**src/rtl/mem_lsu_pkg.sv**
```systemverilog
// Shared definitions for the MEM-stage load/store unit: opcodes, lane masks,
// FSM encoding and opcode classification helpers.
package mem_lsu_pkg;

  localparam logic        RST_ENABLE = 1'b0;
  localparam logic [31:0] ZERO_WORD  = 32'h0000_0000;

  localparam logic [7:0] EXE_NOP_OP  = 8'b0000_0000;
  localparam logic [7:0] EXE_ADDU_OP = 8'b0010_0001;
  localparam logic [7:0] EXE_LB_OP   = 8'b1110_0000;
  localparam logic [7:0] EXE_LH_OP   = 8'b1110_0001;
  localparam logic [7:0] EXE_LW_OP   = 8'b1110_0011;
  localparam logic [7:0] EXE_LBU_OP  = 8'b1110_0100;
  localparam logic [7:0] EXE_LHU_OP  = 8'b1110_0101;
  localparam logic [7:0] EXE_SB_OP   = 8'b1110_1000;
  localparam logic [7:0] EXE_SH_OP   = 8'b1110_1001;
  localparam logic [7:0] EXE_SW_OP   = 8'b1110_1011;

  localparam logic [3:0] SEL_NONE = 4'b0000;
  localparam logic [3:0] SEL_BYTE = 4'b0001;
  localparam logic [3:0] SEL_HI_H = 4'b1100;
  localparam logic [3:0] SEL_LO_H = 4'b0011;
  localparam logic [3:0] SEL_WORD = 4'b1111;

  typedef enum logic [1:0] {
    ST_IDLE = 2'b00,
    ST_BUSY = 2'b01,
    ST_DONE = 2'b10
  } lsu_state_e;

  typedef enum logic [1:0] {
    SZ_NONE = 2'b00,
    SZ_BYTE = 2'b01,
    SZ_HALF = 2'b10,
    SZ_WORD = 2'b11
  } acc_size_e;

  function automatic acc_size_e acc_size(input logic [7:0] op);
    acc_size_e sz;
    sz = SZ_NONE;
    case (op)
      EXE_LB_OP, EXE_LBU_OP, EXE_SB_OP: sz = SZ_BYTE;
      EXE_LH_OP, EXE_LHU_OP, EXE_SH_OP: sz = SZ_HALF;
      EXE_LW_OP, EXE_SW_OP:             sz = SZ_WORD;
      default:                          sz = SZ_NONE;
    endcase
    return sz;
  endfunction

  function automatic logic is_store(input logic [7:0] op);
    return (op == EXE_SB_OP) || (op == EXE_SH_OP) || (op == EXE_SW_OP);
  endfunction

  function automatic logic is_mem_op(input logic [7:0] op);
    return acc_size(op) != SZ_NONE;
  endfunction

  function automatic logic is_misaligned(input logic [7:0] op, input logic [1:0] addr_lo);
    logic mis;
    mis = 1'b0;
    case (acc_size(op))
      SZ_HALF: mis = addr_lo[0];
      SZ_WORD: mis = (addr_lo != 2'b00);
      default: mis = 1'b0;
    endcase
    return mis;
  endfunction

endpackage

```
**src/rtl/mem_align.sv**
```systemverilog
// Combinational lane steering: byte enables and replicated store data from
// the address, and the aligned, sign/zero-extended load result.
module mem_align
  import mem_lsu_pkg::*;
#(
  parameter bit BIG_ENDIAN = 1'b1
) (
  input  logic [7:0]  aluop,
  input  logic [1:0]  addr_lo,
  input  logic [31:0] reg2,
  input  logic [31:0] rdata,
  output logic [3:0]  sel,
  output logic [31:0] store_data,
  output logic [31:0] load_data
);

  logic [1:0]  byte_lane;
  logic        half_lane;
  logic [7:0]  ld_byte;
  logic [15:0] ld_half;

  // Lane numbers count from bit 0; big-endian puts address 0 in the top lane.
  always_comb begin
    byte_lane = BIG_ENDIAN ? ~addr_lo : addr_lo;
    half_lane = BIG_ENDIAN ? ~addr_lo[1] : addr_lo[1];
    ld_byte   = rdata[{byte_lane, 3'b000} +: 8];
    ld_half   = rdata[{half_lane, 4'b0000} +: 16];
  end

  always_comb begin
    sel        = SEL_NONE;
    store_data = reg2;
    case (acc_size(aluop))
      SZ_BYTE: begin
        sel        = SEL_BYTE << byte_lane;
        store_data = {4{reg2[7:0]}};
      end
      SZ_HALF: begin
        sel        = half_lane ? SEL_HI_H : SEL_LO_H;
        store_data = {2{reg2[15:0]}};
      end
      SZ_WORD: sel = SEL_WORD;
      default: sel = SEL_NONE;
    endcase
  end

  always_comb begin
    load_data = rdata;
    case (aluop)
      EXE_LB_OP:  load_data = {{24{ld_byte[7]}}, ld_byte};
      EXE_LBU_OP: load_data = {24'h000000, ld_byte};
      EXE_LH_OP:  load_data = {{16{ld_half[15]}}, ld_half};
      EXE_LHU_OP: load_data = {16'h0000, ld_half};
      default:    load_data = rdata;
    endcase
  end

endmodule

```
**src/rtl/mem_lsu.sv**
```systemverilog
// MEM pipeline stage: passes non-memory ops through and runs a registered
// req/ack bus transaction for loads/stores. Option: UNALIGNED_TRAP_EN.
module mem_lsu
  import mem_lsu_pkg::*;
#(
  parameter int unsigned ACK_TIMEOUT = 256,
  parameter bit          BIG_ENDIAN  = 1'b1
) (
  input  logic        clk,
  input  logic        rst,
  input  logic [4:0]  mem_wd,
  input  logic        mem_wreg,
  input  logic [31:0] mem_wdata,
  input  logic [31:0] mem_hi,
  input  logic [31:0] mem_lo,
  input  logic        mem_whilo,
  input  logic [7:0]  mem_aluop,
  input  logic [31:0] mem_mem_addr,
  input  logic [31:0] mem_reg2,
  output logic [4:0]  wb_wd,
  output logic        wb_wreg,
  output logic [31:0] wb_wdata,
  output logic [31:0] wb_hi,
  output logic [31:0] wb_lo,
  output logic        wb_whilo,
  output logic        stallreq_mem,
  output logic        dbus_req,
  output logic        dbus_we,
  output logic [31:0] dbus_addr,
  output logic [3:0]  dbus_sel,
  output logic [31:0] dbus_wdata,
  input  logic        dbus_ack,
  input  logic [31:0] dbus_rdata,
  output logic        dbus_err
`ifdef UNALIGNED_TRAP_EN
  ,
  output logic        exc_misaligned
`endif
);

  localparam int CNT_W = $clog2(ACK_TIMEOUT) + 1;
  localparam logic [CNT_W-1:0] CNT_LAST = CNT_W'(ACK_TIMEOUT - 1);

  lsu_state_e        state_q, state_d;
  logic              req_q, req_d;
  logic              we_q, we_d;
  logic [31:0]       addr_q, addr_d;
  logic [3:0]        sel_q, sel_d;
  logic [31:0]       wdata_q, wdata_d;
  logic              err_q, err_d;
  logic              abort_q, abort_d;
  logic [CNT_W-1:0]  cnt_q, cnt_d;
  logic [31:0]       rdata_q, rdata_d;

  logic [3:0]        al_sel;
  logic [31:0]       al_store;
  logic [31:0]       al_load;
  logic              trap_hit;

  mem_align #(.BIG_ENDIAN(BIG_ENDIAN)) u_align (
    .aluop      (mem_aluop),
    .addr_lo    (mem_mem_addr[1:0]),
    .reg2       (mem_reg2),
    .rdata      (rdata_q),
    .sel        (al_sel),
    .store_data (al_store),
    .load_data  (al_load)
  );

`ifdef UNALIGNED_TRAP_EN
  assign trap_hit       = is_misaligned(mem_aluop, mem_mem_addr[1:0]);
  assign exc_misaligned = (state_q == ST_DONE) && abort_q && trap_hit;
`else
  assign trap_hit = 1'b0;
`endif

  always_comb begin
    state_d      = state_q;
    req_d        = req_q;
    we_d         = we_q;
    addr_d       = addr_q;
    sel_d        = sel_q;
    wdata_d      = wdata_q;
    err_d        = 1'b0;
    abort_d      = abort_q;
    cnt_d        = cnt_q;
    rdata_d      = rdata_q;
    stallreq_mem = 1'b0;
    wb_wd        = mem_wd;
    wb_wreg      = mem_wreg;
    wb_wdata     = mem_wdata;
    wb_hi        = mem_hi;
    wb_lo        = mem_lo;
    wb_whilo     = mem_whilo;

    case (state_q)
      ST_IDLE: begin
        if (is_mem_op(mem_aluop)) begin
          stallreq_mem = 1'b1;
          if (trap_hit) begin
            abort_d = 1'b1;
            state_d = ST_DONE;
          end else begin
            req_d   = 1'b1;
            we_d    = is_store(mem_aluop);
            addr_d  = {mem_mem_addr[31:2], 2'b00};
            sel_d   = al_sel;
            wdata_d = al_store;
            cnt_d   = '0;
            abort_d = 1'b0;
            state_d = ST_BUSY;
          end
        end
      end

      ST_BUSY: begin
        stallreq_mem = 1'b1;
        // Ack is checked first so a response on the last allowed cycle still completes.
        if (dbus_ack) begin
          rdata_d = dbus_rdata;
          req_d   = 1'b0;
          we_d    = 1'b0;
          state_d = ST_DONE;
        end else if (cnt_q == CNT_LAST) begin
          req_d   = 1'b0;
          we_d    = 1'b0;
          err_d   = 1'b1;
          abort_d = 1'b1;
          state_d = ST_DONE;
        end else begin
          cnt_d = cnt_q + 1'b1;
        end
      end

      ST_DONE: begin
        if (abort_q) begin
          wb_wreg  = 1'b0;
          wb_whilo = 1'b0;
        end else if (is_store(mem_aluop)) begin
          wb_wreg = 1'b0;
        end else begin
          wb_wdata = al_load;
        end
        abort_d = 1'b0;
        state_d = ST_IDLE;
      end

      default: state_d = ST_IDLE;
    endcase
  end

  always_ff @(posedge clk) begin
    if (rst == RST_ENABLE) begin
      state_q <= ST_IDLE;
      req_q   <= 1'b0;
      we_q    <= 1'b0;
      addr_q  <= ZERO_WORD;
      sel_q   <= SEL_NONE;
      wdata_q <= ZERO_WORD;
      err_q   <= 1'b0;
      abort_q <= 1'b0;
      cnt_q   <= '0;
      rdata_q <= ZERO_WORD;
    end else begin
      state_q <= state_d;
      req_q   <= req_d;
      we_q    <= we_d;
      addr_q  <= addr_d;
      sel_q   <= sel_d;
      wdata_q <= wdata_d;
      err_q   <= err_d;
      abort_q <= abort_d;
      cnt_q   <= cnt_d;
      rdata_q <= rdata_d;
    end
  end

  assign dbus_req   = req_q;
  assign dbus_we    = we_q;
  assign dbus_addr  = addr_q;
  assign dbus_sel   = sel_q;
  assign dbus_wdata = wdata_q;
  assign dbus_err   = err_q;

endmodule
```
**config.mk**
```make
export PLATFORM = sky130hd
export DESIGN_NAME = mem_lsu
export DESIGN_NICKNAME = d
export VERILOG_FILES = /design/src/rtl/mem_lsu_pkg.sv /design/src/rtl/mem_align.sv /design/src/rtl/mem_lsu.sv
export SDC_FILE = /design/constraint.sdc
export NUM_CORES = 1
export LEC_CHECK = 0
export BUFFER_PORTS_ARGS = -buffer_cell sky130_fd_sc_hd__buf_2
export CAP_MARGIN = 15
export CORE_ASPECT_RATIO = 1.4
export CORE_MARGIN = 10
export CORE_UTILIZATION = 35
export CTS_CLUSTER_DIAMETER = 80
export DETAILED_ROUTE_END_ITERATION = 10
export PLACE_DENSITY = 0.71
export SLEW_MARGIN = 20
export SYNTH_ARGS = -nofsm -noshare
export SYNTH_HDL_FRONTEND = slang
export SYNTH_HIERARCHICAL = 1
export SYNTH_SLANG_ARGS = --single-unit
```
**constraint.sdc**
```tcl
create_clock -name clk -period 3.6 [get_ports clk]
set_clock_uncertainty 0.15 [all_clocks]
set_input_delay 0.36 -clock clk [delete_from_list [all_inputs] [get_ports clk]]
set_output_delay 0.36 -clock clk [all_outputs]
set_load 0.01 [all_outputs]
```
==> qor.yml, run 1 <==
cts:
  cts_max_path_buffers: 2
  cts.sinks: 113
  holdBufCountCts: 0
  cts_buffers: 17
  cts_resized: 0
  path_clk_slew_ns: 0.06
  post-cts-setup-buffer-count: 0
  clk_latency_ns: 0.40
  htree_levels: 4
  cts-root-buf: "clkbuf_16"
  cts_tree: "built"
power_and_ir_drop:
  p_per_area_nw_per_um2: 409
  total_power_mw: 3.19
  ir_drop_v: 0.000264
  p_leak_nw: 3.56
outcome:
  outcome: "complete, no violations"
critical_path:
  cp_top_family: "compound AO/OA/AOI/OAI gates"
  rr_worst_depth: 8
  path_cells: "mux2_2 > a22oi_1 > a211oi_2 > buf_4 > a21o_1 > mux2_1 > buf_2"
  arrival_ns: 2.31
  timing_worst_setup_path_type: "flop to output port"
  max_stage_delay_ns: 0.35
  end_kind: "output port"
  required_ns: 3.09
  cp_max_fo: 16
  path_buf_inv: 2
  critPathLaunchType: "flop"
  slowest_stage: "dfxtp_1"
  r2r-start: "cnt_q[0]"
  r2r_slack_ns: 1.10
  reg2reg_to: "cnt_q[7]"
placement:
  port_buffers: 244
  gp_congestion: 0.832
  pre_cts_ws_ns: 0.892
  dp_hpwl_mm: 17.7
  dp.cells: 1178
  placed_area_um2: 7220
grt:
  top_usage_layer: "met2"
  grt_overflow: 0
  antenna_found_initial: 2
  use_met2_pct: 32.0
  grt_pass1_vias: 6069
  grtUsageMet3_pct: 5.64
  use_met1_pct: 17.2
  grt_start_max_net_pins: 76
  grt_pass1_wl_mm: 34.0
  track_usage_pct: 17.9
final_layout:
  nNetsFinal: 1173
  fill_cells: 1821
  most-common-layout-cells: "buf_2, nand2_1, dfxtp_1"
  stdcell_count: 1210
  regArea_um2: 2260
  final_area_um2: 7800
  insertedDiodeCount: 0
  syn_to_final_growth_pct: 20.9
  final_common_cell: "buf_2"
  multiInputGateArea_um2: 3310
  drive_above_1_share_pct: 35.3
timing:
  report.final.setup_viol: 0
  hold_viol: 0
  finalCriticalPeriod_ns: 2.82
  fmax_mhz: 355
  setup-tns-final_ns: 0
  slew_viol_final: 0
  setup_slack_ns: 0.782
  worst_pin_slew_ns: 0.815
  timing.slew.headroom_pct: 45.4
  grt_setup_unrepaired: "false"
  fin_crit_sh_pct: 78.3
logic_synthesis:
  syn_inst: 827
  synth_edf_count: 0
  async_flop_share_pct: 0
  synth_area_um2: 6450
  synth_warnings: 6
  ys_seq_area_share_pct: 35.1
  syn_area_per_cell_um2: 7.80
  synth_seq_cells: 113
  synth_cell_types: 55
  synthFlopType: "dfxtp_1"
floorplanning:
  core.rowCount: 58
  die_h_um: 181
  core_um2: 18100
  initial_utilization_pct: 35.7
  die_area_um2: 24300
  num_io_pins: 385
  die_x_um: 135
route:
  drt-total-wl_mm: 22.7
  dr.pass1.iters: 4
  drt_iter0_markers: 270
  drc: 0
  detail_route.vias_per_cell: 5.04
  vias: 6097
  ant_nets: 0
  wl_per_cell_um: 18.7
run:
  cap_violations: 0
worst_hold_path:
  min-delay-start: "mem_mem_addr[11]"
  hp-class: "primary input to flop"
  hold_end: "dbus_addr[11]"
  hold_path_depth: 3
-- layout make-up --
type	count	share of cell area (%)
sequential	113	29.0
multi-input combinational	566	42.4
timing repair buffer	254	17.1
clock inverter	13	1.62
inverter	5	0.241
tap	240	3.85
clock buffer	19	5.68
-- state kept, by name (all words and copies together) (netlist names), 2 cells and up --
name,flops
cnt_q,9
dbus_addr,30
rdata_q,32
state_q,2
dbus_wdata,32
dbus_sel,4
-- cells in the mapped netlist (5+ instances only) --
| library cell | number | area share [%] |
|---|---|---|
| a2bb2oi_1 | 7 | 0.95 |
| nand3_1 | 83 | 6.4 |
| nand2_1 | 177 | 10 |
| a21boi_0 | 34 | 4.0 |
| a22o_1 | 8 | 1.1 |
| inv_1 | 5 | 0.29 |
| mux2_2 | 40 | 7.0 |
| a21oi_1 | 7 | 0.54 |
| ha_1 | 6 | 1.2 |
| o21ai_0 | 91 | 7.1 |
| a22oi_1 | 9 | 1.0 |
| buf_2 | 9 | 0.70 |
| dfxtp_1 | 113 | 35 |
| nor2_1 | 20 | 1.2 |
| a21o_1 | 17 | 2.0 |
| clkbuf_1 | 46 | 2.7 |
| buf_4 | 82 | 9.5 |
| o22ai_1 | 7 | 0.68 |
-- layer usage --
layer | vias up | share of wire (%)
li1 | 3025 | -
met1 | 2730 | 36
met2 | 248 | 52
met3 | 90 | 7.2
met4 | 4 | 5.1
met5 | - | 0.15
-- through the flow --
stage	util (%)	hold slack, ns
6_report	43.1	0.0391
5_1_grt	43.1	0.0199
4_1_cts	43.1	0.0145
3_5_place_dp	40.0	0.306
3_3_place_gp	40.0	0.298
2_1_floorplan	-	0.294
-- cells by family (layout without fill, tap and decap cells) --
group                    Yosys count  count (layout)  share of synthesized area (%)
AND/OR/NAND/NOR                  318             318                           22.7
multiplexers                      43              43                           7.49
adder cells (fa/ha/maj)            6               6                           1.16
XOR/XNOR                           4               4                          0.543
other                              1               2                         0.0582
buffers and inverters            149             291                           14.0
flip-flops                       113             113                           35.1
AO/OA/AOI/OAI                    193             193                           19.0
-- worst register-to-register path, stage by stage (launching register included) --
cell     delay (ns)
dfxtp_1        0.33
ha_1           0.22
nand3_1        0.17
nor3_1         0.09
ha_1           0.27
or4b_4         0.64
nor4_4         0.31
xnor2_1        0.16
nor2_2         0.04
-- power breakdown --
part | leakage (nW) | internal, mW | switching (mW)
combinational | 2.37 | 0.135 | 0.166
clock | 0.279 | 0.979 | 0.637
sequential | 0.911 | 1.26 | 0.00718
-- worst max path at each step --
stage | start | to | slack [ns] | cells past startpoint
after floorplan | mem_aluop[4] | dbus_wdata[10] | 0.98 | 9
after global placement | mem_aluop[4] | wb_wdata[11] | 0.91 | 7
after detailed placement | mem_aluop[0] | dbus_wdata[15] | 0.89 | 10
after CTS | rdata_q[15] | wb_wdata[30] | 0.77 | 7
after global routing | rdata_q[23] | wb_wdata[30] | 0.68 | 7
final | rdata_q[23] | wb_wdata[30] | 0.78 | 7
No activity file was read; power rests on OpenSTA's default activity.
==> run 2, diff against run 1 <==
PLACE_DENSITY = 0.73   (was 0.71)
clock period = 2.3 ns   (was 3.6 ns; I/O delays follow)
==> run 2 against run 1 <==
The run now ends with setup timing left. Critical endpoint is now wb_wdata[28]. Count of clock-buffer cells in the layout down 1. Non-clock buffer count rose by 118. Critical path depth is the same.
==> qor.yml, run 2 (synthesized netlist as in run 1, its figures left out) <==
outcome:
  outcome: "finished, violations left"  # was complete, no violations
  violations: "setup timing"
grt:
  grt_start_max_net_pins: 76  # unchanged
  top_usage_layer: "met2"  # unchanged
  antenna_found_initial: 3  # was 2
  use_met1_pct: 18.0  # was 17.2%
  grt_overflow: 0  # unchanged
  track_usage_pct: 19.1  # was 17.9%
  grtUsageMet3_pct: 5.61  # was 5.64%
  grt_pass1_wl_mm: 36.7  # was 34.0 mm
  use_met2_pct: 33.8  # was 32.0%
  grt_pass1_vias: 6811  # was 6,069
placement:
  port_buffers: 244  # unchanged
  dp_hpwl_mm: 17.5  # was 17.7 mm
  dp.cells: 1215  # was 1,178
  gp_congestion: 0.853  # was 0.832
  pre_cts_ws_ns: -0.123  # was 0.892 ns
power_and_ir_drop:
  ir_drop_v: 0.000419  # was 0.000264 V
  p_leak_nw: 4.34  # was 3.56 nW
  p_per_area_nw_per_um2: 557  # was 409 nW/um^2
timing:
  worst_pin_slew_ns: 0.562  # was 0.815 ns
  slew_viol_final: 0  # unchanged
  whs_ns: 0.0330  # was 0.0391 ns
  finalCriticalPeriod_ns: 2.49
  grt_setup_unrepaired: "true"  # was false
  setup-tns-final_ns: -2.69  # was 0 ns
  report.final.setup_viol: 21  # was 0
  fmax_mhz: 402
  setup_slack_ns: -0.189  # was 0.782 ns
  hold_viol: 0  # unchanged
  timing.slew.headroom_pct: 62.6  # was 45.4%
  fin_crit_sh_pct: 108
cts:
  clk_latency_ns: 0.41  # was 0.40 ns
  path_clk_slew_ns: 0.06  # about the same
  cts.sinks: 113  # unchanged
  cts_buffers: 17  # unchanged
  cts_max_path_buffers: 2  # unchanged
  cts-root-buf: "clkbuf_16"  # unchanged
  htree_levels: 4  # unchanged
  cts_tree: "built"  # unchanged
final_layout:
  fill_cells: 1602  # was 1,821
  nNetsFinal: 1291  # was 1,173
  stdcell_count: 1331  # was 1,210
  final_common_cell: "buf_2"  # unchanged
  final_util_pct: 51.8  # was 43.1%
  drive_above_1_share_pct: 37.9  # was 35.3%
  most-common-layout-cells: "buf_2, nand2_1, dfxtp_1"  # unchanged
  syn_to_final_growth_pct: 45.1  # was 20.9%
critical_path:
  end_kind: "output port"  # unchanged
  max_stage_delay_ns: 0.32  # was 0.35 ns
  path_buf_inv: 2  # unchanged
  path_cells: "mux2_4 > a22oi_2 > a211oi_2 > buf_2 > a21o_1 > mux2_2 > buf_6"  # was mux2_2 > a22oi_1 > a211oi_2 > buf_4 > a21o_1 > mux2_1 > buf_2
  crit_cells: 7  # unchanged
  required_ns: 1.92  # was 3.09 ns
  r2r_slack_ns: 0.12  # was 1.10 ns
  timing_worst_setup_path_type: "flop to output port"  # unchanged
  critPathLaunch: "rdata_q[15]"  # was rdata_q[23]
  cp_max_fo: 5  # was 16
  critPathLaunchType: "flop"  # unchanged
  arrival_ns: 2.11  # was 2.31 ns
  cp_top_family: "multiplexers"  # was compound AO/OA/AOI/OAI gates
  rr_worst_depth: 8  # unchanged
  slowest_stage: "dfxtp_2"  # was dfxtp_1
  reg2reg_to: "cnt_q[5]"  # was cnt_q[7]
  r2r-start: "cnt_q[0]"  # unchanged
  endpoint: "wb_wdata[28]"  # was wb_wdata[30]
worst_hold_path:
  hp-class: "primary input to flop"  # unchanged
route:
  drc: 0  # unchanged
  wl_per_cell_um: 18.9  # was 18.7 um
  vias: 6784  # was 6,097
  dr.pass1.iters: 7  # was 4
  detail_route.vias_per_cell: 5.10  # was 5.04
  drt-total-wl_mm: 25.1  # was 22.7 mm
  drt_iter0_markers: 415  # was 270
  ant_nets: 0  # unchanged
floorplanning:
  die_h_um: 181  # unchanged
  die_x_um: 135  # unchanged
  core_um2: 18100  # unchanged
  initial_utilization_pct: 35.7  # unchanged
  num_io_pins: 385  # unchanged
  die_area_um2: 24300  # unchanged
  core.rowCount: 58  # unchanged
run:
  cap_violations: 0  # unchanged
## run 2: area by class of cell
cell class	count	area (um^2)	share of cell area [%]
Clock inverter	14	135	1.44
Antenna cell	3	7.51	0.0802
Multi-Input combinational cell	566	3490	37.3
Inverter	5	18.8	0.201
Timing Repair Buffer	372	2700	28.8
Clock buffer	18	439	4.69
Sequential cell	113	2270	24.2
Tap cell	240	300	3.21
## run 2: worst min path at each step
stage | slack, ns | start | cells after the start | end
6_report | 0.03 | mem_reg2[18] | 5 | dbus_wdata[18]
3_5_place_dp | 0.31 | dbus_addr[17] | 2 | dbus_addr[17]
3_3_place_gp | 0.30 | dbus_addr[17] | 2 | dbus_addr[17]
5_1_grt | 0.05 | mem_reg2[22] | 5 | dbus_wdata[22]
4_1_cts | 0.01 | mem_reg2[18] | 5 | dbus_wdata[18]
2_1_floorplan | 0.22 | mem_mem_addr[10] | 2 | dbus_addr[10]
## run 2: repair_timing
action,CTS,global route
hold buffers,71,0
setup endpoints to repair,32,39
pin swaps,3,8
gates resized for setup,27,60
cloned,1,3
endpoints found under the hold margin,72,0
setup buffers,5,1
## run 2: routing by layer
metal | vias up | wire length [um]
met5 | - | 0
met4 | 0 | 1780
met3 | 120 | 1840
met2 | 313 | 12900
met1 | 3089 | 8640
li1 | 3262 | -
## run 2: per-stage QoR
step | power [mW] | instance area, um^2
2_1_floorplan | 2.40 | 6460
3_3_place_gp | 2.52 | 7550
3_5_place_dp | 2.53 | 7550
4_1_cts | 5.25 | 9040
5_1_grt | 5.41 | 9360
6_report | 5.21 | 9360
## run 2: tightest hold or removal path: stages
cell     delay, ns
buf_2         0.10
nand2_1       0.05
o21ai_0       0.07
nand2_1       0.05
o21ai_0       0.05
## run 2: power breakdown
part           switching (mW)  internal [mW]
combinational           0.304          0.360
sequential             0.0111           1.98
clock                    1.03           1.53
total                    1.35           3.87
